[config.mk]
export PLATFORM = sky130hd
export DESIGN_NAME = ex_alu_ctrl
export DESIGN_NICKNAME = d
export VERILOG_FILES = /design/src/rtl/ex_pkg.sv /design/src/rtl/ex_alu_decode.sv /design/src/rtl/ex_alu_ctrl.sv
export SDC_FILE = /design/constraint.sdc
export NUM_CORES = 1
export LEC_CHECK = 0
export CAP_MARGIN = 30
export CORE_MARGIN = 10
export CORE_UTILIZATION = 31
export DETAILED_ROUTE_END_ITERATION = 8
export DONT_BUFFER_PORTS = 1
export GPL_TIMING_DRIVEN = 0
export HOLD_SLACK_MARGIN = 0.12
export PLACE_DENSITY = 0.46
export SETUP_SLACK_MARGIN = 0.02
export SLEW_MARGIN = 20
export SYNTH_ARGS = -nofsm -noshare
export SYNTH_HDL_FRONTEND = slang
export SYNTH_SLANG_ARGS = --single-unit
[constraint.sdc]
create_clock -name clk -period 1.4 [get_ports clk]
set_input_delay 0.28 -clock clk [delete_from_list [all_inputs] [get_ports clk]]
set_output_delay 0.28 -clock clk [all_outputs]
set_load 0.01 [all_outputs]
[src/rtl/ex_pkg.sv]
// ex_pkg: shared opcodes, ALU op codes, control bundle and condition selects for the execute stage
package ex_pkg;
  localparam logic [4:0] OPC_ADDI  = 5'b01000;
  localparam logic [4:0] OPC_SUBI  = 5'b01001;
  localparam logic [4:0] OPC_XORI  = 5'b01010;
  localparam logic [4:0] OPC_ANDNI = 5'b01011;
  localparam logic [4:0] OPC_BEQZ  = 5'b01100;
  localparam logic [4:0] OPC_BNEZ  = 5'b01101;
  localparam logic [4:0] OPC_BLTZ  = 5'b01110;
  localparam logic [4:0] OPC_BGEZ  = 5'b01111;
  localparam logic [4:0] OPC_ROLI  = 5'b10100;
  localparam logic [4:0] OPC_SLLI  = 5'b10101;
  localparam logic [4:0] OPC_RORI  = 5'b10110;
  localparam logic [4:0] OPC_SRLI  = 5'b10111;
  localparam logic [4:0] OPC_RSHF  = 5'b11010;
  localparam logic [4:0] OPC_RALU  = 5'b11011;
  localparam logic [4:0] OPC_SEQ   = 5'b11100;
  localparam logic [4:0] OPC_SLT   = 5'b11101;
  localparam logic [4:0] OPC_SLE   = 5'b11110;
  localparam logic [4:0] OPC_SCO   = 5'b11111;
  localparam logic [2:0] ALU_ADD = 3'b100;
  localparam logic [2:0] ALU_OR  = 3'b101;
  localparam logic [2:0] ALU_XOR = 3'b110;
  localparam logic [2:0] ALU_AND = 3'b111;
  localparam logic [2:0] ALU_ROL = 3'b000;
  localparam logic [2:0] ALU_SLL = 3'b001;
  localparam logic [2:0] ALU_ROR = 3'b010;
  localparam logic [2:0] ALU_SRL = 3'b011;
  typedef enum logic [3:0] {
    C_NONE, C_SEQ, C_SLT, C_SLE, C_SCO, C_BEQZ, C_BNEZ, C_BLTZ, C_BGEZ
  } cond_e;
  typedef struct packed {
    logic [2:0] op;
    logic       inva;
    logic       invb;
    logic       cin;
    logic       sign;
    logic       bzero;
    logic       arith;
  } ctrl_t;
  function automatic logic is_set(input cond_e c);
    return c inside {C_SEQ, C_SLT, C_SLE, C_SCO};
  endfunction
  function automatic logic is_br(input cond_e c);
    return c inside {C_BEQZ, C_BNEZ, C_BLTZ, C_BGEZ};
  endfunction
endpackage

[src/rtl/ex_alu_decode.sv]
// ex_alu_decode: combinational opcode/func -> ALU control bundle and condition select
//  opcode, func : instruction fields
//  ctrl         : ALU control (op, inva, invb, cin, sign, bzero) plus arith (ADD/SUB overflow tracking)
//  cond_sel     : which flag combination forms the set/branch condition
module ex_alu_decode
  import ex_pkg::*;
(
  input  logic [4:0] opcode,
  input  logic [1:0] func,
  output ctrl_t      ctrl,
  output cond_e      cond_sel
);
  always_comb begin
    ctrl = '{op: ALU_ADD, inva: 1'b0, invb: 1'b0, cin: 1'b0, sign: 1'b1, bzero: 1'b0, arith: 1'b0};
    cond_sel = C_NONE;
    case (opcode)
      OPC_ADDI: ctrl.arith = 1'b1;
      OPC_SUBI: {ctrl.inva, ctrl.cin, ctrl.arith} = 3'b111;
      OPC_XORI: ctrl.op = ALU_XOR;
      OPC_ANDNI: {ctrl.op, ctrl.invb} = {ALU_AND, 1'b1};
      OPC_ROLI, OPC_SLLI, OPC_RORI, OPC_SRLI: {ctrl.op, ctrl.sign} = {1'b0, opcode[1:0], 1'b0};
      OPC_RSHF: {ctrl.op, ctrl.sign} = {1'b0, func, 1'b0};
      OPC_RALU: begin
        case (func)
          2'b00: ctrl.arith = 1'b1;
          2'b01: {ctrl.inva, ctrl.cin, ctrl.arith} = 3'b111;
          2'b10: ctrl.op = ALU_XOR;
          default: {ctrl.op, ctrl.invb} = {ALU_AND, 1'b1};
        endcase
      end
      // compares compute Rt - Rs as a signed subtraction
      OPC_SEQ: begin
        {ctrl.inva, ctrl.cin} = 2'b11;
        cond_sel = C_SEQ;
      end
      OPC_SLT: begin
        {ctrl.inva, ctrl.cin} = 2'b11;
        cond_sel = C_SLT;
      end
      OPC_SLE: begin
        {ctrl.inva, ctrl.cin} = 2'b11;
        cond_sel = C_SLE;
      end
      OPC_SCO: begin
        ctrl.sign = 1'b0;
        cond_sel = C_SCO;
      end
      // branches test Rs alone: Rs + 0
      OPC_BEQZ: begin
        ctrl.bzero = 1'b1;
        cond_sel = C_BEQZ;
      end
      OPC_BNEZ: begin
        ctrl.bzero = 1'b1;
        cond_sel = C_BNEZ;
      end
      OPC_BLTZ: begin
        ctrl.bzero = 1'b1;
        cond_sel = C_BLTZ;
      end
      OPC_BGEZ: begin
        ctrl.bzero = 1'b1;
        cond_sel = C_BGEZ;
      end
      default: ;
    endcase
  end
endmodule

[src/rtl/ex_alu_ctrl.sv]
// ex_alu_ctrl: execute stage driving a combinational 16-bit ALU through a two-stage valid/ready pipe
//  in_valid/in_ready/opcode/func : decode side; E1 registers the decoded ALU controls
//  alu_* outputs                 : straight from E1 registers
//  alu_out/alu_z/neg/cout/ofl    : ALU response, captured into E2
//  out_valid/out_ready/wb_data/br_taken : writeback side from E2
//  flush : kills both stages; ovf_sticky/ovf_clr : sticky signed ADD/SUB overflow
module ex_alu_ctrl
  import ex_pkg::*;
#(
  parameter int DW  = 16,
  parameter int OPW = 5
) (
  input  logic           clk,
  input  logic           rst_n,
  input  logic           flush,
  input  logic           in_valid,
  output logic           in_ready,
  input  logic [OPW-1:0] opcode,
  input  logic [1:0]     func,
  output logic [2:0]     alu_op,
  output logic           alu_inva,
  output logic           alu_invb,
  output logic           alu_cin,
  output logic           alu_sign,
  output logic           alu_bzero,
  input  logic [DW-1:0]  alu_out,
  input  logic           alu_z,
  input  logic           alu_neg,
  input  logic           alu_cout,
  input  logic           alu_ofl,
  output logic           out_valid,
  input  logic           out_ready,
  output logic [DW-1:0]  wb_data,
  output logic           br_taken,
  output logic           ovf_sticky,
  input  logic           ovf_clr
);
  ctrl_t dec_ctrl, e1_ctrl;
  cond_e dec_cond, e1_cond;
  logic  e1_valid, e2_valid, e2_arith, e2_ofl, advance, accept, cond;
  ex_alu_decode u_dec (.opcode(opcode), .func(func), .ctrl(dec_ctrl), .cond_sel(dec_cond));
  assign advance = ~e2_valid | out_ready;
  assign in_ready = ~e1_valid | advance;
  assign accept = in_valid & in_ready & ~flush;
  assign {alu_op, alu_inva, alu_invb, alu_cin, alu_sign, alu_bzero} =
         {e1_ctrl.op, e1_ctrl.inva, e1_ctrl.invb, e1_ctrl.cin, e1_ctrl.sign, e1_ctrl.bzero};
  assign out_valid = e2_valid;
  always_comb begin
    cond = 1'b0;
    case (e1_cond)
      C_SEQ:  cond = alu_z;
      C_SLT:  cond = ~alu_z & ~(alu_neg ^ alu_ofl);
      C_SLE:  cond = ~(alu_neg ^ alu_ofl);
      C_SCO:  cond = alu_cout;
      C_BEQZ: cond = alu_z;
      C_BNEZ: cond = ~alu_z;
      C_BLTZ: cond = alu_neg;
      C_BGEZ: cond = ~alu_neg;
      default: ;
    endcase
  end
  always_ff @(posedge clk or negedge rst_n) begin
    if (!rst_n) begin
      e1_valid <= 1'b0;
      e1_ctrl  <= '0;
      e1_cond  <= C_NONE;
    end else begin
      if (flush) e1_valid <= 1'b0;
      else if (in_ready) e1_valid <= in_valid;
      if (accept) begin
        e1_ctrl <= dec_ctrl;
        e1_cond <= dec_cond;
      end
    end
  end
  always_ff @(posedge clk or negedge rst_n) begin
    if (!rst_n) begin
      e2_valid <= 1'b0;
      wb_data  <= '0;
      br_taken <= 1'b0;
      e2_arith <= 1'b0;
      e2_ofl   <= 1'b0;
    end else begin
      if (flush) e2_valid <= 1'b0;
      else if (advance) e2_valid <= e1_valid;
      if (advance & e1_valid) begin
        wb_data  <= is_set(e1_cond) ? {{(DW-1){1'b0}}, cond} : alu_out;
        br_taken <= is_br(e1_cond) & cond;
        e2_arith <= e1_ctrl.arith;
        e2_ofl   <= alu_ofl;
      end
    end
  end
  // overflow is recorded only as the result actually leaves E2; a set beats a same-cycle clear
  always_ff @(posedge clk or negedge rst_n) begin
    if (!rst_n) ovf_sticky <= 1'b0;
    else if (e2_valid & out_ready & e2_arith & e2_ofl) ovf_sticky <= 1'b1;
    else if (ovf_clr) ovf_sticky <= 1'b0;
  end
endmodule
Word level (Yosys, flattened, before mapping)

Index checks and enable logic that the tools add are counted.

Flip-flop bits (word level): 34
Input port bits: 33
Output and inout port bits: 28
Word-level logic and storage cells: 92

Eq/ne operators: 28
Muxes and demuxes: 19
Bitwise gates (word level): 17
Reductions and logical operators: 14

Operator list:

| kind                                           | count |
|---|---|
| == test 5 bit (second input constant)          | 10 |
| == test 5 x 4 -> 1 bit (second input constant) | 8 |
| one-hot mux 4 bit (8 select lines)             | 1 |
| == test 4 x 3 -> 1 bit (second input constant) | 4 |
| 2-to-1 mux 16 bit                              | 1 |
| one-hot mux 3 bit (5 select lines)             | 1 |
| OR reduction 4 bit                             | 3 |
| 2-to-1 mux 1 bit                               | 11 |
| bitwise AND 1 bit                              | 8 |
| == test 4 x 2 -> 1 bit (second input constant) | 2 |
| nonzero test 4 bit                             | 2 |
| one-hot mux 1 bit (7 select lines)             | 1 |
| inverter 1 bit                                 | 6 |
| one-hot mux 1 bit (2 select lines)             | 3 |
| nonzero test 2 bit                             | 3 |
| OR reduction 2 bit                             | 3 |
| OR reduction 6 bit                             | 1 |
| == test 4 x 1 -> 1 bit (second input constant) | 1 |
| == test 4 bit (second input constant)          | 1 |
| one-hot mux 2 bit (2 select lines)             | 1 |
| OR reduction 3 bit                             | 1 |
| == test 2 x 1 -> 1 bit (second input constant) | 1 |
| == test 2 bit (second input constant)          | 1 |
| logical NOT 2 bit                              | 1 |
| other kinds (2)                                | 3 |

Logic depth before layout (Yosys ltp)

Depth after elaboration: 5
Gate-level depth with buffers: 6
Gate-level depth less buffers: 4

Hierarchy

From an unflattened synthesis, not the netlist that was laid out.

Cells, all modules: 176
Area, all modules: 1749.2 um^2

Modules (own cells, without submodules):

| module        | times used | cells an instance | area each (um^2) | sequential area each (um^2) |
|---|---|---|---|---|
| ex_alu_ctrl   | 1          | 140               | 1508.9           | 875.8 |
| ex_alu_decode | 1          | 36                | 240.2            | 0.0 |

Worst setup path before layout

Ideal clock, no wire load.

Path type: register to register
Start: register e2_valid, in the netlist out_valid
End: register e1_ctrl, in the netlist alu_op[2]
Library setup time: 0.125 ns
Data arrival time: 1.280 ns
Required time: 1.275 ns
Slack: -0.005 ns
Cell stages (with the launch flop): 5
Buffers on the path: 1
Cells stage by stage: dfrtp_1 > nand3b_1 > nand3b_1 > buf_2 > mux2_2

Word-level cells in the longest chain between the ends: 5

RTL lines:

| element                         | RTL line          | text |
|---|---|---|
| start, declared                 | ex_alu_ctrl.sv:40 | `logic e1_valid, e2_valid, e2_arith, e2_ofl, advance, accept, cond;` |
| start signal, assigned          | ex_alu_ctrl.sv:85 | `else if (advance) e2_valid <= e1_valid;` |
| inverter 1 bit                  | ex_alu_ctrl.sv:42 | `assign advance = ~e2_valid \| out_ready;` |
| OR 1 bit                        | ex_alu_ctrl.sv:42 |  |
| OR 1 bit                        | ex_alu_ctrl.sv:43 | `assign in_ready = ~e1_valid \| advance;` |
| named net in_ready              | ex_alu_ctrl.sv:17 | `output logic in_ready,` |
| bitwise AND 1 bit (2 in series) | ex_alu_ctrl.sv:44 | `assign accept = in_valid & in_ready & ~flush;` |
| end signal, assigned            | ex_alu_ctrl.sv:71 | `e1_ctrl <= dec_ctrl;` |
| end, declared                   | ex_alu_ctrl.sv:38 | `ctrl_t dec_ctrl, e1_ctrl;` |

The timed path passes the listed nets, and every way through them passes these cells.
A chain may end at the register's enable or synchronous reset.

Worst setup path in the final report

Start: register e2_valid, in the netlist out_valid
End: register e1_ctrl, in the netlist alu_op[0]

Same word-level chain as after synthesis.

==> flow_metrics.tcl <==
set metrics [dict create \
    slew_headroom_pct 67.46 \
    syn_to_final_growth_pct 23.50 \
    routedWlPerCell_um 18.62 \
    rsz0062_at_grt "true" \
    finalHoldViolations 0 \
    placeableCoreArea_um2 5172 \
    synth_cells 151 \
    grt_pass1_vias 1254 \
    rows 26 \
    ys_types 39 \
    drv_cap 0 \
    critPathRequiredTime_ns 1.60 \
    grt_util_all_layers_pct 10.07 \
    drt_iter0_drc 83 \
    antenna_found_initial 0 \
    cts-root-buf "clkbuf_8" \
    slew_viol_final 0 \
    top_register "wb_data" \
    p_total_mw 2.462 \
    ant_nets 0 \
    avgSynthCellArea_um2 11.07 \
    via_per_inst 5.250 \
    synth_seq_cells 34 \
    cp-start-kind "flop" \
    num-nets-final 202 \
    worst_slew_pin_slew_ns 0.4881 \
    drive_above_1_share_pct 28.24 \
    critPathMaxFanout 6 \
    numClockSinks 34 \
    crit_arrival_ns 1.71 \
    layout_common_cells "dfrtp_1 (33), a22o_1 (15), nand2_1 (10)" \
    powerDensity_nw_per_um2 1192 \
    seqCellArea_um2 852.1 \
    timing.final.crit_period_ns 1.512 \
    ys_seq_area_share_pct 50.90 \
    syn_nets 184 \
    dr.pass1.iters 4 \
    vias 1260 \
    mostFrequentLayoutCell "dfrtp_1" \
    netlist_area_um2 1672 \
    cts_max_path_buffers 2 \
    gp_congestion 0.7904 \
    status "complete, but fails checks" \
    end_kind "flop" \
    clk_latency_ns 0.28 \
    grt_overflow 0 \
    hold_class "in -> reg" \
    die_w_um 93.43 \
    grt_max_degree 35 \
    p_leak_nw 0.8821 \
    port_buffers 0 \
    synth_flop_cell "dfrtp_1" \
    postSynth.asyncResetShare_pct 100.0 \
    setup_slack_ns -0.1116 \
    cts-htree-levels 2 \
    multi_input_area_um2 757.0 \
    setup_viol 23 \
    drc 0 \
    clock_skew_ns 0.005090 \
    grt_pass1_wl_mm 6.962 \
    n_antenna_cell 0 \
    path_clk_slew_ns 0.07 \
    drt-total-wl_mm 4.468 \
    finalSetupTns_ns -1.044 \
    die_area_um2 8729 \
    post-route-period-util_pct 108.0 \
    crit_type "reg -> reg" \
    cts_tree "yes" \
    violations "negative setup slack" \
    cts_buffers 5 \
    ir_drop_mv 0.4521 \
    dp_hpwl_mm 3.222 \
    fmax_mhz 661.6 \
    nFillCells 488 \
    yosys_warnings 0 \
    initial_core_util_pct 32.32 \
    synth_edf_count 0 \
    die_y_um 93.43 \
    largest_reg_flops 16 \
    ios 61 \
]
per-stage QoR:
stage	instances	hold slack, ns	utilization, %	setup WS [ns]	cell area (um^2)
detailed placement	221	-0.01452	34.06	-0.2143	1762
global route	240	0.1229	39.91	-0.2129	2064
floorplan	151	-0.01559	-	0.03083	1674
finish	240	0.1270	39.91	-0.1116	2064
CTS	237	0.1202	38.20	-0.07946	1976
global placement	221	-0.01446	34.06	-0.2064	1762
final timing paths:
check | startpoint | to | slack, ns | cells past startpoint
worst min-delay path | alu_out[9] | wb_data[9] | 0.13 | 1
worst max-delay path | out_valid | alu_op[0] | -0.11 | 6
min in group asynchronous | rst_n | wb_data[0] | 0.44 | 2
max in group asynchronous | rst_n | out_valid | 0.77 | 2
worst min register to register | e1_ctrl[0] | e1_ctrl[0] | 0.50 | 2
worst max register to register | out_valid | alu_op[0] | -0.11 | 6
kinds of logic after synthesis:
kind of cell	after synthesis	synth area share, %
flops	34	50.90
compound gates	47	21.86
buf+inv	20	7.110
simple gates	41	14.67
xor+xnor	4	2.096
mux	5	3.368
cell usage after synthesis (all sizes together), types with 2 or more instances:
cell | n | area [um^2]
a21oi | 8 | 51.30
a22o | 15 | 131.4
a31oi | 3 | 18.77
buf | 13 | 92.58
dfrtp | 34 | 850.8
inv | 6 | 22.52
mux2 | 5 | 56.30
nand2 | 14 | 52.55
nand2b | 4 | 25.02
nand3b | 2 | 15.01
nand4 | 2 | 12.51
nor2 | 3 | 18.77
nor2b | 7 | 43.79
nor3b | 2 | 15.01
nor4b | 2 | 23.77
o21ai | 6 | 30.03
o31ai | 5 | 37.54
xnor2 | 4 | 35.03
per-layer routing:
layer	vias up	GRT usage [%]	wire, um
met1	614	12.54	1876
met2	61	13.92	1934
met3	6	5.835	592
met4	0	3.856	65
met5	-	0	0
li1	579	-	-
critical path, cell delays in order (launching register included):
cell and delay (ns):
dfrtp_2 0.45, nand3b_1 0.22, nand3b_1 0.20, buf_6 0.19, buf_6 0.13, nor2b_1 0.12
a21oi_1 0.11
where the power goes:
part	internal [mW]	switching [mW]
clock network	0.395	0.356
registers	1.12	0.159
logic	0.229	0.205
timing repair:
item                                    in CTS  in global routing
pin swaps                                    5                  4
hold buffers                                 5                  0
cloned                                       0                  1
gates resized for setup                     10                 17
hold endpoints to repair                    38                  0
endpoints found under the setup margin      26                 25
setup buffers                                3                  2
layout make-up:
cell class                      instances  area share, %
Timing Repair Buffer                   11          6.303
Multi-Input combinational cell         97          36.67
Clock buffer                            6          4.000
Sequential cell                        34          41.27
Inverter                                6          1.091
Clock inverter                          2         0.6061
Buffer                                 14          5.818
Tap cell                               70          4.242
No activity file was read; power rests on OpenSTA's default activity.
